--- src/rtl/fetch_unit_pkg.sv ---
// Shared constants, FSM encoding and helpers for the instruction-fetch front end.
// Also serves as the common parameter set used by the rest of the fetch slice.
package fetch_unit_pkg;

    localparam int unsigned FETCH_ADDR     = 32;
    localparam int unsigned FETCH_W_INSTR  = 32;
    localparam logic [31:0] FETCH_RESET_PC = 32'h0000_0000;

    typedef enum logic [1:0] {
        S_REQ  = 2'd0,
        S_WAIT = 2'd1,
        S_DROP = 2'd2
    } fetch_state_e;

    function automatic logic [31:0] sat_inc32(input logic [31:0] v);
        return (v == 32'hFFFF_FFFF) ? v : v + 32'd1;
    endfunction

endpackage

--- src/rtl/fetch_unit_if.sv ---
// Fetch-unit bus bundle: branch redirect, instruction-memory port and decode handshake.
// The master modport is the fetch unit; the slave modport is its environment.
interface fetch_unit_if
    import fetch_unit_pkg::*;
#(
    parameter int unsigned ADDR    = FETCH_ADDR,
    parameter int unsigned W_INSTR = FETCH_W_INSTR
);
    logic               branch_i;
    logic [ADDR-1:0]    branch_addr_i;
    logic               imem_req_o;
    logic [ADDR-1:0]    imem_addr_o;
    logic               imem_gnt_i;
    logic               imem_ack_i;
    logic [W_INSTR-1:0] imem_data_i;
    logic               v_o;
    logic [W_INSTR-1:0] instr_o;
    logic [ADDR-1:0]    pc_o;
    logic               ready_i;

    modport master (
        input  branch_i, branch_addr_i, imem_gnt_i, imem_ack_i, imem_data_i, ready_i,
        output imem_req_o, imem_addr_o, v_o, instr_o, pc_o
    );

    modport slave (
        output branch_i, branch_addr_i, imem_gnt_i, imem_ack_i, imem_data_i, ready_i,
        input  imem_req_o, imem_addr_o, v_o, instr_o, pc_o
    );

endinterface

--- src/rtl/fetch_queue.sv ---
// Synchronous FIFO holding {pc, instr} pairs; push and pop may coincide even when full.
// Head is read straight from registered storage, so there is no path from i_data to o_data.
module fetch_queue #(
    parameter int unsigned WIDTH = 64,
    parameter int unsigned DEPTH = 4
) (
    input  logic                   clk,
    input  logic                   rst,
    input  logic                   i_push,
    input  logic [WIDTH-1:0]       i_data,
    input  logic                   i_pop,
    input  logic                   i_flush,
    output logic [WIDTH-1:0]       o_data,
    output logic [$clog2(DEPTH):0] o_count,
    output logic                   o_empty,
    output logic                   o_full
);
    localparam int unsigned AW = (DEPTH > 1) ? $clog2(DEPTH) : 1;
    localparam int unsigned CW = $clog2(DEPTH) + 1;

    logic [WIDTH-1:0] r_mem [DEPTH];
    logic [AW-1:0]    r_wptr;
    logic [AW-1:0]    r_rptr;
    logic [CW-1:0]    r_count;
    logic             w_do_push;
    logic             w_do_pop;

    assign o_empty   = (r_count == '0);
    assign o_full    = (r_count == CW'(DEPTH));
    assign o_count   = r_count;
    assign o_data    = r_mem[r_rptr];
    assign w_do_pop  = i_pop & ~o_empty;
    assign w_do_push = i_push & (~o_full | w_do_pop);

    // Depth is a power of two, so the pointers wrap on their own.
    always_ff @(posedge clk) begin
        if (rst || i_flush) begin
            r_wptr  <= '0;
            r_rptr  <= '0;
            r_count <= '0;
        end else begin
            if (w_do_push) r_wptr <= r_wptr + AW'(1);
            if (w_do_pop)  r_rptr <= r_rptr + AW'(1);
            r_count <= r_count + CW'(w_do_push) - CW'(w_do_pop);
        end
    end

    always_ff @(posedge clk) begin
        if (w_do_push) r_mem[r_wptr] <= i_data;
    end

endmodule

--- src/rtl/fetch_unit.sv ---
// Instruction-fetch front end: PC, one-outstanding imem reads, branch flush/drop, output queue.
// Optional FETCH_STATS_EN adds saturating flush/drop counters (flush_cnt_o, drop_cnt_o).
module fetch_unit
    import fetch_unit_pkg::*;
#(
    parameter int unsigned     ADDR     = FETCH_ADDR,
    parameter int unsigned     W_INSTR  = FETCH_W_INSTR,
    parameter int unsigned     QDEPTH   = 4,
    parameter int unsigned     PC_STEP  = 4,
    parameter logic [ADDR-1:0] RESET_PC = ADDR'(FETCH_RESET_PC)
) (
    input  logic         clk,
    input  logic         rst,
    fetch_unit_if.master bus
`ifdef FETCH_STATS_EN
    ,
    output logic [31:0]  flush_cnt_o,
    output logic [31:0]  drop_cnt_o
`endif
);
    localparam int unsigned CW = $clog2(QDEPTH) + 1;

    fetch_state_e            r_state;
    fetch_state_e            w_state_next;
    logic [ADDR-1:0]         r_pc;
    logic [ADDR-1:0]         r_tag_pc;
    logic                    r_boot;
    logic                    w_fire;
    logic                    w_push;
    logic                    w_pop;
    logic [CW-1:0]           w_count;
    logic                    w_empty;
    logic                    w_full;
    logic [ADDR+W_INSTR-1:0] w_head;

    assign w_fire = bus.imem_req_o & bus.imem_gnt_i;
    assign w_pop  = ~w_empty & bus.ready_i;

    always_ff @(posedge clk) begin
        if (rst) r_state <= S_REQ;
        else     r_state <= w_state_next;
    end

    always_comb begin
        w_state_next = r_state;
        unique case (r_state)
            S_REQ:  if (w_fire) w_state_next = bus.branch_i ? S_DROP : S_WAIT;
            S_WAIT: begin
                if (bus.imem_ack_i)    w_state_next = S_REQ;
                else if (bus.branch_i) w_state_next = S_DROP;
            end
            S_DROP: if (bus.imem_ack_i) w_state_next = S_REQ;
            default: w_state_next = S_REQ;
        endcase
    end

    // The memory leaves reset together with us; give it one idle cycle before the first request.
    always_comb begin
        bus.imem_req_o = 1'b0;
        w_push         = 1'b0;
        unique case (r_state)
            S_REQ:   bus.imem_req_o = ~r_boot & (w_count < CW'(QDEPTH));
            S_WAIT:  w_push = bus.imem_ack_i & ~bus.branch_i & (~w_full | w_pop);
            S_DROP:  w_push = 1'b0;
            default: w_push = 1'b0;
        endcase
    end

    assign bus.imem_addr_o = r_pc;

    always_ff @(posedge clk) begin
        if (rst) r_boot <= 1'b1;
        else     r_boot <= 1'b0;
    end

    always_ff @(posedge clk) begin
        if (rst)               r_pc <= RESET_PC;
        else if (bus.branch_i) r_pc <= bus.branch_addr_i;
        else if (w_fire)       r_pc <= r_pc + ADDR'(PC_STEP);
    end

    always_ff @(posedge clk) begin
        if (w_fire) r_tag_pc <= r_pc;
    end

    fetch_queue #(
        .WIDTH (ADDR + W_INSTR),
        .DEPTH (QDEPTH)
    ) u_queue (
        .clk     (clk),
        .rst     (rst),
        .i_push  (w_push),
        .i_data  ({r_tag_pc, bus.imem_data_i}),
        .i_pop   (w_pop),
        .i_flush (bus.branch_i),
        .o_data  (w_head),
        .o_count (w_count),
        .o_empty (w_empty),
        .o_full  (w_full)
    );

    assign bus.v_o     = ~w_empty;
    assign bus.pc_o    = w_head[ADDR+W_INSTR-1:W_INSTR];
    assign bus.instr_o = w_head[W_INSTR-1:0];

`ifdef FETCH_STATS_EN
    logic [31:0] r_flush_cnt;
    logic [31:0] r_drop_cnt;
    logic        w_drop_ack;

    // An ack is discarded when it lands in DROP, or in WAIT together with a branch.
    assign w_drop_ack = bus.imem_ack_i &
                        ((r_state == S_DROP) | ((r_state == S_WAIT) & bus.branch_i));

    always_ff @(posedge clk) begin
        if (rst) begin
            r_flush_cnt <= '0;
            r_drop_cnt  <= '0;
        end else begin
            if (bus.branch_i) r_flush_cnt <= sat_inc32(r_flush_cnt);
            if (w_drop_ack)   r_drop_cnt  <= sat_inc32(r_drop_cnt);
        end
    end

    assign flush_cnt_o = r_flush_cnt;
    assign drop_cnt_o  = r_drop_cnt;
`endif

endmodule

--- src/flat_wrapper.sv ---
// flat-port wrapper written by rule: the top's interface ports become plain ports
module fetch_unit_flat import fetch_unit_pkg::*;
#(
    parameter int unsigned     ADDR     = FETCH_ADDR,
    parameter int unsigned     W_INSTR  = FETCH_W_INSTR,
    parameter int unsigned     QDEPTH   = 4,
    parameter int unsigned     PC_STEP  = 4,
    parameter logic [ADDR-1:0] RESET_PC = ADDR'(FETCH_RESET_PC)
)
  (clk, rst, bus_branch_i, bus_branch_addr_i, bus_imem_gnt_i, bus_imem_ack_i, bus_imem_data_i, bus_ready_i, bus_imem_req_o, bus_imem_addr_o, bus_v_o, bus_instr_o, bus_pc_o);
  fetch_unit_if #(.ADDR(ADDR), .W_INSTR(W_INSTR)) bus_i ();
  input  logic clk;
  input  logic rst;
  input wire logic [$bits(bus_i.branch_i)-1:0] bus_branch_i;
  input wire logic [$bits(bus_i.branch_addr_i)-1:0] bus_branch_addr_i;
  input wire logic [$bits(bus_i.imem_gnt_i)-1:0] bus_imem_gnt_i;
  input wire logic [$bits(bus_i.imem_ack_i)-1:0] bus_imem_ack_i;
  input wire logic [$bits(bus_i.imem_data_i)-1:0] bus_imem_data_i;
  input wire logic [$bits(bus_i.ready_i)-1:0] bus_ready_i;
  output wire logic [$bits(bus_i.imem_req_o)-1:0] bus_imem_req_o;
  output wire logic [$bits(bus_i.imem_addr_o)-1:0] bus_imem_addr_o;
  output wire logic [$bits(bus_i.v_o)-1:0] bus_v_o;
  output wire logic [$bits(bus_i.instr_o)-1:0] bus_instr_o;
  output wire logic [$bits(bus_i.pc_o)-1:0] bus_pc_o;
  assign bus_i.branch_i = bus_branch_i;
  assign bus_i.branch_addr_i = bus_branch_addr_i;
  assign bus_i.imem_gnt_i = bus_imem_gnt_i;
  assign bus_i.imem_ack_i = bus_imem_ack_i;
  assign bus_i.imem_data_i = bus_imem_data_i;
  assign bus_i.ready_i = bus_ready_i;
  assign bus_imem_req_o = bus_i.imem_req_o;
  assign bus_imem_addr_o = bus_i.imem_addr_o;
  assign bus_v_o = bus_i.v_o;
  assign bus_instr_o = bus_i.instr_o;
  assign bus_pc_o = bus_i.pc_o;
  fetch_unit #(.ADDR(ADDR), .W_INSTR(W_INSTR), .QDEPTH(QDEPTH), .PC_STEP(PC_STEP), .RESET_PC(RESET_PC)) u_core (.clk(clk), .rst(rst), .bus(bus_i));
endmodule
--- config.mk ---
export PLATFORM = sky130hd
export DESIGN_NAME = fetch_unit_flat
export DESIGN_NICKNAME = d
export VERILOG_FILES = /design/src/rtl/fetch_unit_pkg.sv /design/src/rtl/fetch_unit_if.sv /design/src/rtl/fetch_queue.sv /design/src/rtl/fetch_unit.sv /design/src/flat_wrapper.sv
export SDC_FILE = /design/constraint.sdc
export NUM_CORES = 1
export LEC_CHECK = 0
export ABC_AREA = 1
export BUFFER_PORTS_ARGS = -buffer_cell sky130_fd_sc_hd__buf_2
export CORE_MARGIN = 2
export CORE_UTILIZATION = 30
export DETAILED_ROUTE_END_ITERATION = 8
export PLACE_DENSITY = 0.54
export SYNTH_ARGS = -nofsm -noshare
export SYNTH_HDL_FRONTEND = slang
export SYNTH_SLANG_ARGS = --single-unit
--- constraint.sdc ---
create_clock -name clk -period 7.8 [get_ports clk]
set_clock_uncertainty 0.2 [all_clocks]
set_input_delay 0.39 -clock clk [delete_from_list [all_inputs] [get_ports clk]]
set_output_delay 0.39 -clock clk [all_outputs]
set_load 0.01 [all_outputs]
==> summary.md, run 1 <==
| Metric | Value |
|---|---|
| Synth Area per Inst | `around 12 um2` |
| Placed cell count | `1,814` |
| IR Drop Worst-Case VDD | `~0.14 mV` |
| Launch point of the worst hold path | `bus_branch_addr_i[16]` |
| Total length of routed met2 wires | `between 15,000 and 20,000 um` |
| Number of clock buffers inserted by TritonCTS | `38` |
| Clock latency reported for the late side of the worst-skew pair | `approximately 0.53 ns` |
| Detail Route Antenna Nets | `0` |
| Yosys reg bits | `between 300 and 400` |
| Pin count of the biggest net entering global routing | `92` |
| Worst max-slew margin expressed relative to the limit | `29.3%` |
| WL/cell | `roughly 17 um` |
| Share of post-route cells with drive strength above 1 | `a little under a fifth` |
| Core Region | `roughly 0.043 mm2` |
| Final total negative setup slack | `0 ns` |
| FFs w/ async S/R, synth | `0%` |
| TritonCTS Sinks | `roughly 330` |
| Type of element capturing the critical path | `primary output` |
| Synth-to-Final Area Change | `24.7%` |
| Clock root buffer | `sky130_fd_sc_hd__clkbuf_16` |
| Power density over the cells | `237 mW/mm2` |
| Reg-to-reg startpoint | `u_core.r_state[0]` |
| Sum of routed wire segments on met1 | `15,200 um` |
| HPWL after detailed placement | `approximately 19,000 um` |
| Fraction of the yosys area taken by sequential cells | `72.5%` |
| Slew @ Worst Pin | `1.06 ns` |
| Chip Height | `~210 um` |
| Number of different library cells in the post-synthesis netlist | `30` |
| Die ar. | `around 0.045 mm2` |
| Number of enable-type register cells in the synthesized netlist | `~290` |
| Worst-path clk slew | `approximately 0.060 ns` |
| Die Span X | `between 200 and 250 um` |
| Global-route wire length before repair | `around 50,000 um` |
| DR iter-0 viols | `between 600 and 700` |
| Antenna diodes | `0` |
| Post-route core utilization | `a little under two fifths` |
| Highest achievable clock rate | `285 MHz` |
| Cell area after synthesis | `about 0.013 mm2` |
| Final worst path period need | `3.50 ns` |
| Cells after Synth | `about 1.1k` |
| Total length of routed met3 wires | `~1800 um` |
| Combined global-route utilization of all metal layers | `14.4%` |
| Number of synthesis warnings | `0` |
| Dominant register cell in the synthesized netlist | `sky130_fd_sc_hd__edfxtp_1` |
| Maximum number of buffers from clock root to sink | `3` |
| Count of max-cap constraint violations | `0` |
| Final Instance Count excl. Fillers | `a little under 2k` |
| RSZ-0062 raised after global routing | `false` |
| Classification of the worst-slack hold path | `input port to flop` |
| Number of gates given a new drive strength after cts | `0` |
| Antenna violations before repair | `0` |
| Static Leakage | `between 0.005 and 0.006 uW` |
| Number of global-route vias before repair | `between 8k and 9k` |
| Ratio of routed vias to standard cells | `~4.6` |
| Data arrival time of the critical path | `2.91 ns` |
| Final critical-path setup slack | `between 4 and 5 ns` |
| Net count after synthesis | `1,183` |
| Required time reported for the critical path endpoint | `7.21 ns` |
| Share of the cycle needed by the critical path after routing | `44.9%` |
| Nets | `approximately 1.4k` |
| Outcome | `complete, no violations` |
| Ports placed on the boundary | `168` |
| Count of TritonRoute iterations in the first routing pass | `4` |
| Startpoint type of the worst setup path | `flop` |
| RD Place Congestion | `roughly 0.8` |
| Total congestion overflow after global routing | `0` |
| TritonCTS clock tree | `built` |
| Type of the worst setup path | `flop to primary output` |
| Number of buffers added on ports | `167` |
| Final wirelength | `~33,000 um` |
| Worst setup timing slack at the placement stage | `~4.6 ns` |
| Number of slew-limit violations in the final report | `0` |
| Highest routed metal layer | `met4` |
| Initial Utilization | `30.4%` |
| Peak fanout along the critical path | `86` |
| Via total after detailed routing | `between 8k and 9k` |
| Final Hold Fails | `0` |
| Final setup violation count | `0` |
| Row count | `76` |
| Count of unresolved DRC violations after routing | `0` |
| Htree depth | `2` |
[cells by family after synthesis]
| group | count (synthesis) | share of synthesized area [%] |
|---|---|---|
| adder cells (fa/ha/maj) | 8 | 0.819 |
| flip-flops | 332 | 72.5 |
| AO/OA/AOI/OAI | 256 | 10.4 |
| XOR/XNOR | 8 | 0.533 |
| AND/OR/NAND/NOR | 376 | 11.9 |
| buffers and inverters | 125 | 3.81 |
[worst max-delay path: stages, from the launching register on]
cell and delay [ns]:
sky130_fd_sc_hd__dfxtp_4 0.48, sky130_fd_sc_hd__inv_4 0.38, sky130_fd_sc_hd__buf_4 0.72, sky130_fd_sc_hd__o21ai_0 0.17
sky130_fd_sc_hd__o22ai_1 0.31, sky130_fd_sc_hd__buf_2 0.20
[sequential cells by signal, summed over array words and instances, names as in the netlist, named ones only]
| register | cells |
|---|---|
| u_core.r_boot | 1 |
| u_core.r_tag_pc | 32 |
| u_core.bus.imem_addr_o | 32 |
| u_core.u_queue.r_wptr | 2 |
| u_core.u_queue.r_mem | 256 |
| u_core.u_queue.o_count | 3 |
| u_core.r_state | 2 |
| u_core.u_queue.r_rptr | 2 |
[per-layer routing]
| metal | global-route usage (%) | up-vias |
|---|---|---|
| met5 | 0 | - |
| met4 | 3.52 | 0 |
| met3 | 3.46 | 46 |
| met2 | 23.5 | 217 |
| met1 | 19.4 | 4230 |
| li1 | - | 4356 |
[report_power, final]
part           leakage, uW  total [uW]  switching [uW]  internal, uW
sequential         0.00298        2000            38.1          1960
clock             0.000595        1740             685          1060
combinational      0.00232         143            81.9          61.5
[final timing paths]
kind | to | slack [ns] | cells past startpoint
worst max-delay path | bus_pc_o[19] | 4.30 | 5
worst min-delay path | u_core.bus.imem_addr_o[16] | 0.04 | 5
worst max register to register | u_core.u_queue.o_count[2] | 4.85 | 10
worst min register to register | flop | 0.27 | 2
[placed cells by master, fill, tap and decap left out, types with 2 or more instances in the layout]
master,instances
sky130_fd_sc_hd__o21ai_1,5
sky130_fd_sc_hd__nor2_2,5
sky130_fd_sc_hd__nor2_4,9
sky130_fd_sc_hd__inv_1,71
sky130_fd_sc_hd__buf_4,8
sky130_fd_sc_hd__ha_1,7
sky130_fd_sc_hd__nand2_2,3
sky130_fd_sc_hd__buf_2,167
sky130_fd_sc_hd__dfxtp_1,42
sky130_fd_sc_hd__xor2_1,5
sky130_fd_sc_hd__clkbuf_1,8
sky130_fd_sc_hd__a21oi_1,27
sky130_fd_sc_hd__xnor2_1,3
sky130_fd_sc_hd__nor2_1,184
sky130_fd_sc_hd__bufinv_16,3
sky130_fd_sc_hd__clkbuf_16,41
sky130_fd_sc_hd__nand4_1,4
sky130_fd_sc_hd__a31oi_1,5
sky130_fd_sc_hd__clkinv_2,2
sky130_fd_sc_hd__nand3_1,36
sky130_fd_sc_hd__nand2_1,130
sky130_fd_sc_hd__clkinv_1,10
sky130_fd_sc_hd__o21ai_0,155
sky130_fd_sc_hd__dlygate4sd3_1,57
sky130_fd_sc_hd__edfxtp_1,288
sky130_fd_sc_hd__inv_2,2
sky130_fd_sc_hd__o22ai_1,64
[repair_timing]
action / in CTS / in global routing
hold endpoints to repair: 154 / 0
buffers inserted: 0 / 0
hold buffers: 57 / 0
[stage by stage]
step	instance area [um2]	total power (uW)	hold slack, ns
floorplan	13100	2080	0.218
global placement	14600	2150	0.253
detailed placement	14600	2160	0.260
CTS	16400	3940	0.000169
global route	16400	4030	0.0343
finish	16400	3880	0.0393
[final cells by class]
cell class | instances | area, um2
clock buffers | 49 | 1060
clock inverters | 19 | 171
fillers | 4234 | 26800
inverters | 74 | 280
multi-input cells | 648 | 3140
flip-flops and latches | 332 | 9530
well taps | 585 | 732
repair buffers | 232 | 1470
[synth_stat cells (4+ instances only)]
cell type / count / share of area [%]
sky130_fd_sc_hd__nand4_1: 4 / 0.19
sky130_fd_sc_hd__nand2_1: 130 / 3.7
sky130_fd_sc_hd__nand3_1: 36 / 1.4
sky130_fd_sc_hd__buf_2: 10 / 0.38
sky130_fd_sc_hd__clkbuf_1: 38 / 1.1
sky130_fd_sc_hd__xor2_1: 5 / 0.33
sky130_fd_sc_hd__nor2_4: 5 / 0.43
sky130_fd_sc_hd__o21ai_0: 155 / 5.9
sky130_fd_sc_hd__nor2_1: 188 / 5.4
sky130_fd_sc_hd__dfxtp_1: 44 / 6.7
sky130_fd_sc_hd__a21oi_1: 27 / 1.0
sky130_fd_sc_hd__ha_1: 7 / 0.67
sky130_fd_sc_hd__inv_1: 72 / 2.1
sky130_fd_sc_hd__o22ai_1: 64 / 3.0
sky130_fd_sc_hd__o21ai_1: 5 / 0.19
sky130_fd_sc_hd__a31oi_1: 5 / 0.24
sky130_fd_sc_hd__edfxtp_1: 288 / 66
sky130_fd_sc_hd__nor2_2: 5 / 0.24
No activity file was read; power rests on OpenSTA's default activity.
==> inputs of run 2 (changes only) <==
clock period = 3.46 ns   (was 7.8 ns; I/O delays follow)
==> run 2 against run 1 <==
Against the previous run:
- global-route usage grew 0.15 points
- largest cell class unchanged
- via count rose by 0.98%
- largest power group unchanged
- utilization increased by 0.70 points
==> summary.md, run 2 (synthesis results as in run 1) <==
| Metric | Value |
|---|---|
| Outcome | `complete, no violations` |
| Static Leakage | `about 0.006 uW` |
| Die ar. | `about 0.045 mm2` |
| Final setup violation count | `0` |
| Antenna violations before repair | `0` |
| Peak fanout along the critical path | `9` |
| Power density over the cells | `roughly 520 mW/mm2` |
| Combined global-route utilization of all metal layers | `14.6%` |
| Maximum number of buffers from clock root to sink | `3` |
| Post-route design area | `around 0.017 mm2` |
| Total length of routed met3 wires | `around 2000 um` |
| Share of post-route cells with drive strength above 1 | `between 10% and 20%` |
| Type of element capturing the critical path | `flop` |
| Total congestion overflow after global routing | `0` |
| Number of slew-limit violations in the final report | `0` |
| RSZ-0062 raised after global routing | `false` |
| Count of max-cap constraint violations | `0` |
| Startpoint type of the worst setup path | `flop` |
| Chip Height | `213 um` |
| Top register by number of flip-flops | `u_core.u_queue.r_mem` |
| WL/cell | `between 15 and 20 um` |
| Classification of the worst-slack hold path | `input port to flop` |
| Post-DP Area | `between 0.01 and 0.015 mm2` |
| Row count | `76` |
| HPWL after detailed placement | `around 20,000 um` |
| Max incr delay on CP | `between 0.3 and 0.4 ns` |
| Setup slack on the worst flop-to-flop path | `a little under 0.8 ns` |
| Detail Route Antenna Nets | `0` |
| Clock root buffer | `sky130_fd_sc_hd__clkbuf_16` |
| Post-route core utilization | `38.7%` |
| Flip-flop count of the largest register after layout | `approximately 260` |
| TritonCTS clock tree | `built` |
| Number of buffers added on ports | `about 170` |
| Final total negative setup slack | `0 ns` |
| Sum of buffers and inverters on the critical path | `3` |
| Final Instance Count excl. Fillers | `about 2.0k` |
| Synth-to-Final Area Change | `27.0%` |
| Number of global-route vias before repair | `just under 9k` |
| Ports placed on the boundary | `about 170` |
| Required time reported for the critical path endpoint | `roughly 3.7 ns` |
| Reg-to-Reg End | `u_core.u_queue.o_count[2]` |
| Launch point of the worst hold path | `bus_imem_gnt_i` |
| Endpoint, Worst Hold | `u_core.r_state[0]` |
| Largest delay contributor family on the critical path | `adder cells` |
| Total length of routed met2 wires | `between 15,000 and 20,000 um` |
| Placed cell count | `1,819` |
| Worst hold path depth | `5` |
| Pin count of the biggest net entering global routing | `roughly 110` |
| Nets | `about 1.4k` |
| Highest achievable clock rate | `~370 MHz` |
| Final worst path period need | `about 2.7 ns` |
| Htree depth | `2` |
| Initial Utilization | `30.4%` |
| Reg-to-reg startpoint | `u_core.r_state[0]` |
| Final Hold Fails | `0` |
| Depth of the critical timing path with buffers and inverters included | `11` |
| Worst-path clk slew | `approximately 0.05 ns` |
| Total design power | `8670 uW` |
| Number of cell instances on the worst register-to-register path | `11` |
| Most used cells in the layout excluding fill and tap cells | `sky130_fd_sc_hd__edfxtp_1, sky130_fd_sc_hd__nor2_1, sky130_fd_sc_hd__buf_2` |
| Global-route wire length before repair | `about 50,000 um` |
| Count of unresolved DRC violations after routing | `0` |
| Type of the worst setup path | `flop to flop` |
| Share of the cycle needed by the critical path after routing | `77.2%` |
| Slew @ Worst Pin | `between 0.7 and 0.8 ns` |
| Highest routed metal layer | `met4` |
| TritonCTS Sinks | `between 300 and 400` |
| Data arrival time of the critical path | `2.88 ns` |
| Core Region | `around 0.043 mm2` |
| IR Drop Worst-Case VDD | `between 0.3 and 0.4 mV` |
| DR iter-0 viols | `between 500 and 600` |
| Clock latency reported for the late side of the worst-skew pair | `0.53 ns` |
| Worst max-slew margin expressed relative to the limit | `between 50% and 60%` |
| Number of clock buffers inserted by TritonCTS | `37` |
| Ratio of routed vias to standard cells | `4.54` |
| Cell with the largest stage delay on the worst path | `sky130_fd_sc_hd__dfxtp_1` |
| Count of TritonRoute iterations in the first routing pass | `5` |
| Die Span X | `~210 um` |
| Sum of routed wire segments on met1 | `around 15,000 um` |
| Ordered list of cells on the worst path | `inv_1 > nor4_1 > nand2_1 > buf_4 > ha_1 > inv_1 > ha_1 > fa_1 > xor2_1 > o21ai_0 > a21oi_1` |
| Antenna diodes | `0` |
| Final wirelength | `approximately 33,000 um` |
| Leading cell type in the layout, fill and taps excluded | `sky130_fd_sc_hd__edfxtp_1` |
| RD Place Congestion | `~0.86` |
| Via total after detailed routing | `8,936` |
-- run 2: worst min-delay path, cell delays in order --
cell and delay, ns:
sky130_fd_sc_hd__buf_2 0.12, sky130_fd_sc_hd__nand3_4 0.20, sky130_fd_sc_hd__nand2_1 0.11, sky130_fd_sc_hd__nand3_1 0.07, sky130_fd_sc_hd__nor2_1 0.04
-- run 2: repair_timing --
item | 4_1_cts | 5_1_grt
hold buffers | 81 | 0
endpoints found under the hold margin | 169 | 0
resized for setup | 0 | 0
buffers inserted | 0 | 0
-- run 2: per-layer routing --
layer	vias to the layer above	global-route usage (%)
met5	-	0
met4	0	4.48
met3	42	3.31
met2	221	23.4
met1	4264	19.6
li1	4409	-
-- run 2: area by class of cell --
cell class	instances	area (um2)
Sequential cell	332	9530
Clock buffer	51	978
Multi-Input combinational cell	648	3140
Tap cell	585	732
Clock inverter	16	188
Inverter	74	280
Fill cell	4179	26500
Timing Repair Buffer	261	1830
-- run 2: report_power, final --
group,switching (uW),leakage [uW],internal [uW]
clock,1540,0.000552,2280
sequential,83.3,0.00298,4410
combinational,189,0.00248,161
total,1810,0.00601,6860
-- run 2: worst max path at each step --
stage                         startpoint                          to  slack, ns
2_1_floorplan  u_core.u_queue.o_count[2]  u_core.u_queue.r_mem[0][0]      -0.77
3_3_place_gp           u_core.r_state[0]   u_core.u_queue.o_count[2]       0.79
3_5_place_dp           u_core.r_state[0]   u_core.u_queue.o_count[2]       0.78
4_1_cts                u_core.r_state[0]   u_core.u_queue.o_count[2]       0.76
5_1_grt                u_core.r_state[0]   u_core.u_queue.o_count[2]       0.64
6_report               u_core.r_state[0]   u_core.u_queue.o_count[2]       0.79
-- run 2: per-stage QoR --
| step | hold WS (ns) | worst slack, ns |
|---|---|---|
| floorplan | 0.000717 | -0.766 |
| global placement | 0.193 | 0.787 |
| detailed placement | 0.197 | 0.778 |
| CTS | 0.00407 | 0.761 |
| global route | 0.0553 | 0.638 |
| finish | 0.0254 | 0.787 |
